$ cat src/rtl/field_arbiter.sv
// field_arbiter: message-locked round-robin arbiter driving one registered field bus.
// Define FIELD_ARB_TIMEOUT_EN to release a lock whose owner stalls for timeout_cycles.
module field_arbiter #(
    parameter int num_decoders     = 4,
    parameter int beat_width       = 64,
    parameter int max_message_size = 10,
    parameter int messageID_size   = 21,
    parameter int timeout_cycles   = 16,
    localparam int IDX_W = $clog2(max_message_size),
    localparam int W     = 2 + messageID_size + IDX_W + beat_width,
    localparam int SRC_W = $clog2(num_decoders)
) (
    input  logic                           clk,
    input  logic                           rst,
    input  logic [num_decoders-1:0][W-1:0] in_fields,
    output logic [num_decoders-1:0]        in_ready,
    output logic [W-1:0]                   out_field,
    output logic [SRC_W-1:0]               out_src,
    input  logic                           out_ready,
    output logic                           seq_err,
    output logic                           ovf_err,
    output logic                           timeout_err,
    output logic [15:0]                    msg_count
);

    localparam logic [0:0] IDLE   = 1'b0;
    localparam logic [0:0] LOCKED = 1'b1;

    localparam int unsigned    ND    = num_decoders;
    localparam logic [SRC_W:0] ND_W  = (SRC_W+1)'(num_decoders);
    localparam logic [IDX_W:0] MAX_W = (IDX_W+1)'(max_message_size);

    logic [0:0]              state;
    logic [SRC_W-1:0]        grant;
    logic [SRC_W-1:0]        rr_ptr;
    logic [IDX_W:0]          exp_idx;

    logic [num_decoders-1:0] req;
    logic [W-1:0]            sel_field;
    logic                    sel_req;
    logic                    sel_last;
    logic [IDX_W-1:0]        sel_idx;
    logic [IDX_W:0]          next_idx;
    logic                    out_free;
    logic                    accept;
    logic                    found;
    logic [SRC_W-1:0]        pick;
    logic [SRC_W:0]          cand;

    always_comb begin
        req = '0;
        for (int unsigned i = 0; i < ND; i++) begin
            req[i] = in_fields[i][W-1];
        end
    end

    assign sel_field = in_fields[grant];
    assign sel_req   = sel_field[W-1];
    assign sel_last  = sel_field[W-2];
    assign sel_idx   = sel_field[beat_width +: IDX_W];
    assign next_idx  = {1'b0, sel_idx} + (IDX_W+1)'(1);
    assign out_free  = !out_field[W-1] || out_ready;
    assign accept    = (state == LOCKED) && sel_req && out_free;

    always_comb begin
        in_ready = '0;
        if (state == LOCKED) begin
            in_ready[grant] = out_free;
        end
    end

    // First requester at or after rr_ptr, wrapping modulo num_decoders.
    always_comb begin
        found = 1'b0;
        pick  = '0;
        cand  = '0;
        for (int unsigned i = 0; i < ND; i++) begin
            cand = {1'b0, rr_ptr} + (SRC_W+1)'(i);
            if (cand >= ND_W) begin
                cand = cand - ND_W;
            end
            if (!found && req[cand[SRC_W-1:0]]) begin
                found = 1'b1;
                pick  = cand[SRC_W-1:0];
            end
        end
    end

`ifdef FIELD_ARB_TIMEOUT_EN
    localparam int STALL_W = $clog2(timeout_cycles + 1);

    logic [STALL_W-1:0] stall_cnt;
    logic               stall_hit;

    assign stall_hit = (state == LOCKED) && !sel_req &&
                       (stall_cnt == STALL_W'(timeout_cycles - 1));
`else
    assign timeout_err = 1'b0;
`endif

    always_ff @(posedge clk) begin
        if (rst) begin
            state     <= IDLE;
            grant     <= '0;
            rr_ptr    <= '0;
            exp_idx   <= '0;
            out_field <= '0;
            out_src   <= '0;
            seq_err   <= 1'b0;
            ovf_err   <= 1'b0;
            msg_count <= '0;
`ifdef FIELD_ARB_TIMEOUT_EN
            stall_cnt   <= '0;
            timeout_err <= 1'b0;
`endif
        end else begin
            seq_err <= 1'b0;
            ovf_err <= 1'b0;
`ifdef FIELD_ARB_TIMEOUT_EN
            timeout_err <= 1'b0;
            if (state != LOCKED || accept || stall_hit) begin
                stall_cnt <= '0;
            end else if (!sel_req) begin
                stall_cnt <= stall_cnt + 1'b1;
            end
`endif
            if (accept) begin
                out_field <= sel_field;
                out_src   <= grant;
                seq_err   <= ({1'b0, sel_idx} != exp_idx);
                exp_idx   <= next_idx;
            end else if (out_ready) begin
                out_field[W-1] <= 1'b0;
            end

            case (state)
                IDLE: begin
                    if (found) begin
                        grant   <= pick;
                        rr_ptr  <= (pick == SRC_W'(num_decoders - 1)) ? '0 : pick + 1'b1;
                        exp_idx <= '0;
                        state   <= LOCKED;
                    end
                end
                LOCKED: begin
                    if (accept) begin
                        if (sel_last) begin
                            msg_count <= msg_count + 16'd1;
                            state     <= IDLE;
                        end else if (next_idx >= MAX_W) begin
                            ovf_err <= 1'b1;
                            state   <= IDLE;
                        end
                    end
`ifdef FIELD_ARB_TIMEOUT_EN
                    else if (stall_hit) begin
                        timeout_err <= 1'b1;
                        state       <= IDLE;
                    end
`endif
                end
                default: state <= IDLE;
            endcase
        end
    end

endmodule

$ cat config.mk
export PLATFORM = sky130hd
export DESIGN_NAME = field_arbiter
export DESIGN_NICKNAME = d
export VERILOG_FILES = /design/src/rtl/field_arbiter.sv
export SDC_FILE = /design/constraint.sdc
export NUM_CORES = 1
export LEC_CHECK = 0
export CORE_AREA = 2 2 189 191
export DETAILED_ROUTE_END_ITERATION = 7
export DIE_AREA = 0 0 191 193
export GPL_TIMING_DRIVEN = 0
export SLEW_MARGIN = 5
export SYNTH_ARGS = -nofsm -noshare
export SYNTH_HDL_FRONTEND = slang
export SYNTH_SLANG_ARGS = --single-unit
$ cat constraint.sdc
create_clock -name clk -period 2.35 [get_ports clk]
set_input_delay 0.705 -clock clk [delete_from_list [all_inputs] [get_ports clk]]
set_output_delay 0.705 -clock clk [all_outputs]
set_load 0.01 [all_outputs]
==> impl_metrics.yaml <==
sta:
  setup_viol: 0
  fmax_mhz: 435
  period_share_pct: 97.9
  clock_skew_ns: 0.0106
  relSlewSlack_pct: 50.4
  whs_ns: 0.453
  finalCriticalPeriod_ns: 2.30
  worstMarginPinSlew_ns: 0.745
  finalMaxSlewViolations: 0
  rsz0062_at_grt: "no"
  final_hold_viol_count: 0
worst_setup_path:
  r2r-end: "ovf_err$_SDFF_PP0_"
  endpoint: "ovf_err$_SDFF_PP0_"
  setup.worst_path.start: "in_fields[338]"
  required_ns: 2.64
  end_kind: "flip-flop"
  worst_setup_path_start_kind: "input port"
  crit_arrival_ns: 2.59
  reg2regPathDepth: 9
  path_class: "in -> reg"
  crit-reg2reg-launch: "grant[0]$_SDFFE_PP0P_"
  r2r_setup_slack_ns: 0.17
  critical_path.max_fanout: 3
die:
  num_rows: 69
  core_region_area_um2: 35000
  die_x_um: 191
  fp.dieH_um: 193
  start_util_pct: 19.6
  io_pins: 483
  die-area_um2: 36900
placement:
  dp.cells: 1627
  dp_hpwl_mm: 25.4
  place_congestion: 0.843
  portBuffers: 480
  dpl-instance-area_um2: 12200
global_routing:
  grt_max_degree: 17
  antenna_found_initial: 4
  grt_pass1_vias: 7740
  grt_usage_pct: 16.5
  grt_pass1_wl_mm: 45.3
  overflow: 0
logic_synthesis:
  synth_edf_count: 0
  syn_area_per_cell_um2: 9.97
  synth-seq-cells: 121
  synth_cell_types: 43
  synth.cell_area_um2: 6840
  ys_async_sr_fraction_pct: 0
  ys_warn_count: 0
  synthCells: 686
  ys_seq_area_share_pct: 35.4
  syn-num-nets: 1056
  synth_flop_cell: "dfxtp_1"
clock_tree:
  cts.clk_slew.worst_paths_ns: 0.06
  cts.sinks: 121
  holdBufCountCts: 0
  clock_latency_ns: 0.41
  htreeDepth: 4
  clk_path_buf_depth: 2
  cts_root_buf: "clkbuf_16"
  cts_tree: "yes"
  numCtsBuffers: 17
final_layout:
  fin_cells: 1675
  final_area_um2: 13100
  drive_above_1_share_pct: 16.6
  syn2layout_area_growth_pct: 91.3
  finish.utilization_pct: 37.4
  nNetsFinal: 1569
drt:
  routedWlPerCell_um: 18.9
  wl_mm: 31.6
  viasPerCell: 4.41
  dr.first_iter.drc_count: 312
  route.detailed.drc: 0
  vias: 7387
  firstDrtPassIters: 4
  antenna_left: 0
power:
  combPwrFrac_pct: 37.7
  powerDensity_nw_per_um2: 622
  switching_share_pct: 31.0
  p_switching_mw: 2.52
  power_mw: 8.14
  p_seq_share_pct: 29.1
  p_leak_nw: 4.46
  ir_drop_mv: 0.567
  p_clk_share_pct: 33.3
  intPower_mw: 5.62
flow_run:
  max-cap-violations: 0
status:
  status: "completed"
min_path:
  hold_start: "out_field[17]$_SDFFE_PP0P_"
  min_path_type: "reg -> reg"
-- metrics by stage --
stage	setup TNS [ns]	setup slack (ns)
finish	0	0.0498
global route	0	0.0162
CTS	0	0.0137
detailed placement	-50.54	-0.932
global placement	-48.69	-0.881
floorplan	0	0.225
-- cell type report --
cell class,instances,area [µm²]
well taps,461,577
diodes,2,5.00
fillers,3552,21900
clock buffers,18,439
multi-input cells,497,4130
plain buffers,59,414
inverters,9,33.8
clock inverters,14,161
repair buffers,494,4900
flip-flops and latches,121,2420
-- state kept, by name, indices dropped and copies added, names as in the netlist --
signal and count:
grant 2, out_src 2, seq_err 1, rr_ptr 2
msg_count 16, state 1, ovf_err 1, out_field 91
exp_idx 5
-- layout by cell type, fill, tap and decap left out, types with 3 or more instances in the layout --
master / n
and3_1: 3
o21ai_0: 3
a211oi_1: 4
buf_4: 20
xor2_1: 4
nand2_1: 189
clkbuf_16: 17
nand3_1: 5
nor2_1: 28
or3_1: 3
clkbuf_1: 18
nor3_1: 7
a21oi_1: 101
clkinvlp_4: 3
mux2i_1: 3
dfxtp_1: 121
buf_6: 9
dlymetal6s2s_1: 4
nand4_1: 4
xnor2_1: 16
inv_1: 9
buf_2: 22
clkinv_4: 4
mux4_2: 91
clkdlybuf4s50_1: 470
inv_6: 5
nor3_2: 4
-- metal layers --
| layer | wire length [µm] | vias up | GRT usage, % | part of all wire [%] |
|---|---|---|---|---|
| met5 | 0 | - | 0 | 0 |
| met3 | 2350 | 44 | 4.52 | 7.4 |
| li1 | - | 3508 | - | - |
| met2 | 16100 | 338 | 29.9 | 51 |
| met1 | 12300 | 3497 | 18.6 | 39 |
| met4 | 881 | 0 | 5.81 | 2.8 |
-- critical path, cell delays in order --
cell             delay (ns)
clkdlybuf4s50_1        0.41
mux4_2                 0.55
inv_1                  0.12
ha_4                   0.12
inv_1                  0.05
a31oi_2                0.20
o221ai_2               0.18
nor4_2                 0.25
-- timing repair --
action,CTS,global route
cloned,0,1
gates resized for setup,46,10
setup endpoints to repair,35,54
setup buffers,8,6
pin swaps,4,2
endpoints found under the hold margin,0,0
-- cells by family after synthesis --
family / Yosys count / synth area share, %
muxes: 95 / 30.6
AOI/OAI and AO/OA: 116 / 8.87
DFF: 121 / 35.4
xor gates and xnor gates: 20 / 2.56
buffers and inverters: 69 / 5.60
other: 1 / 0.0548
and+or+nand+nor: 261 / 16.4
adders and majority gates: 3 / 0.549
-- how the worst min path moves through the flow --
| stage | to | slack, ns | cells past startpoint |
|---|---|---|---|
| 2_1_floorplan | exp_idx[4]$_SDFF_PP0_ | 0.43 | 2 |
| 6_report | out_field[17]$_SDFFE_PP0P_ | 0.45 | 2 |
| 5_1_grt | out_field[10]$_SDFFE_PP0P_ | 0.47 | 2 |
| 3_5_place_dp | out_field[10]$_SDFFE_PP0P_ | 0.45 | 2 |
| 3_3_place_gp | out_field[13]$_SDFFE_PP0P_ | 0.44 | 2 |
| 4_1_cts | out_field[10]$_SDFFE_PP0P_ | 0.45 | 2 |
-- cells in the mapped netlist (all sizes together) (3+ instances only) --
master,count,area (µm²)
nand2,190,713
dfxtp,121,2420
a21oi,101,505
mux4,91,2050
buf,40,274
nor2,28,105
clkbuf,20,75.1
xnor2,16,140
nor3,11,70.1
inv,9,33.8
nand3,8,50.1
nand4,5,46.3
a211oi,4,30.0
nor4,4,25.0
o21ai,4,20.0
xor2,4,35.0
and3,3,18.8
ha,3,37.5
mux2i,3,30.0
or3,3,18.8
-- power groups by stage --
stage	registers, mW	clock network (mW)	logic [mW]
after floorplan	2.48	0	1.42
after global placement	2.40	0	2.93
after detailed placement	2.41	0	2.95
after CTS	2.36	2.81	3.06
after global routing	2.39	2.89	3.29
final	2.36	2.71	3.06
Power figures use the tool's default switching activity.
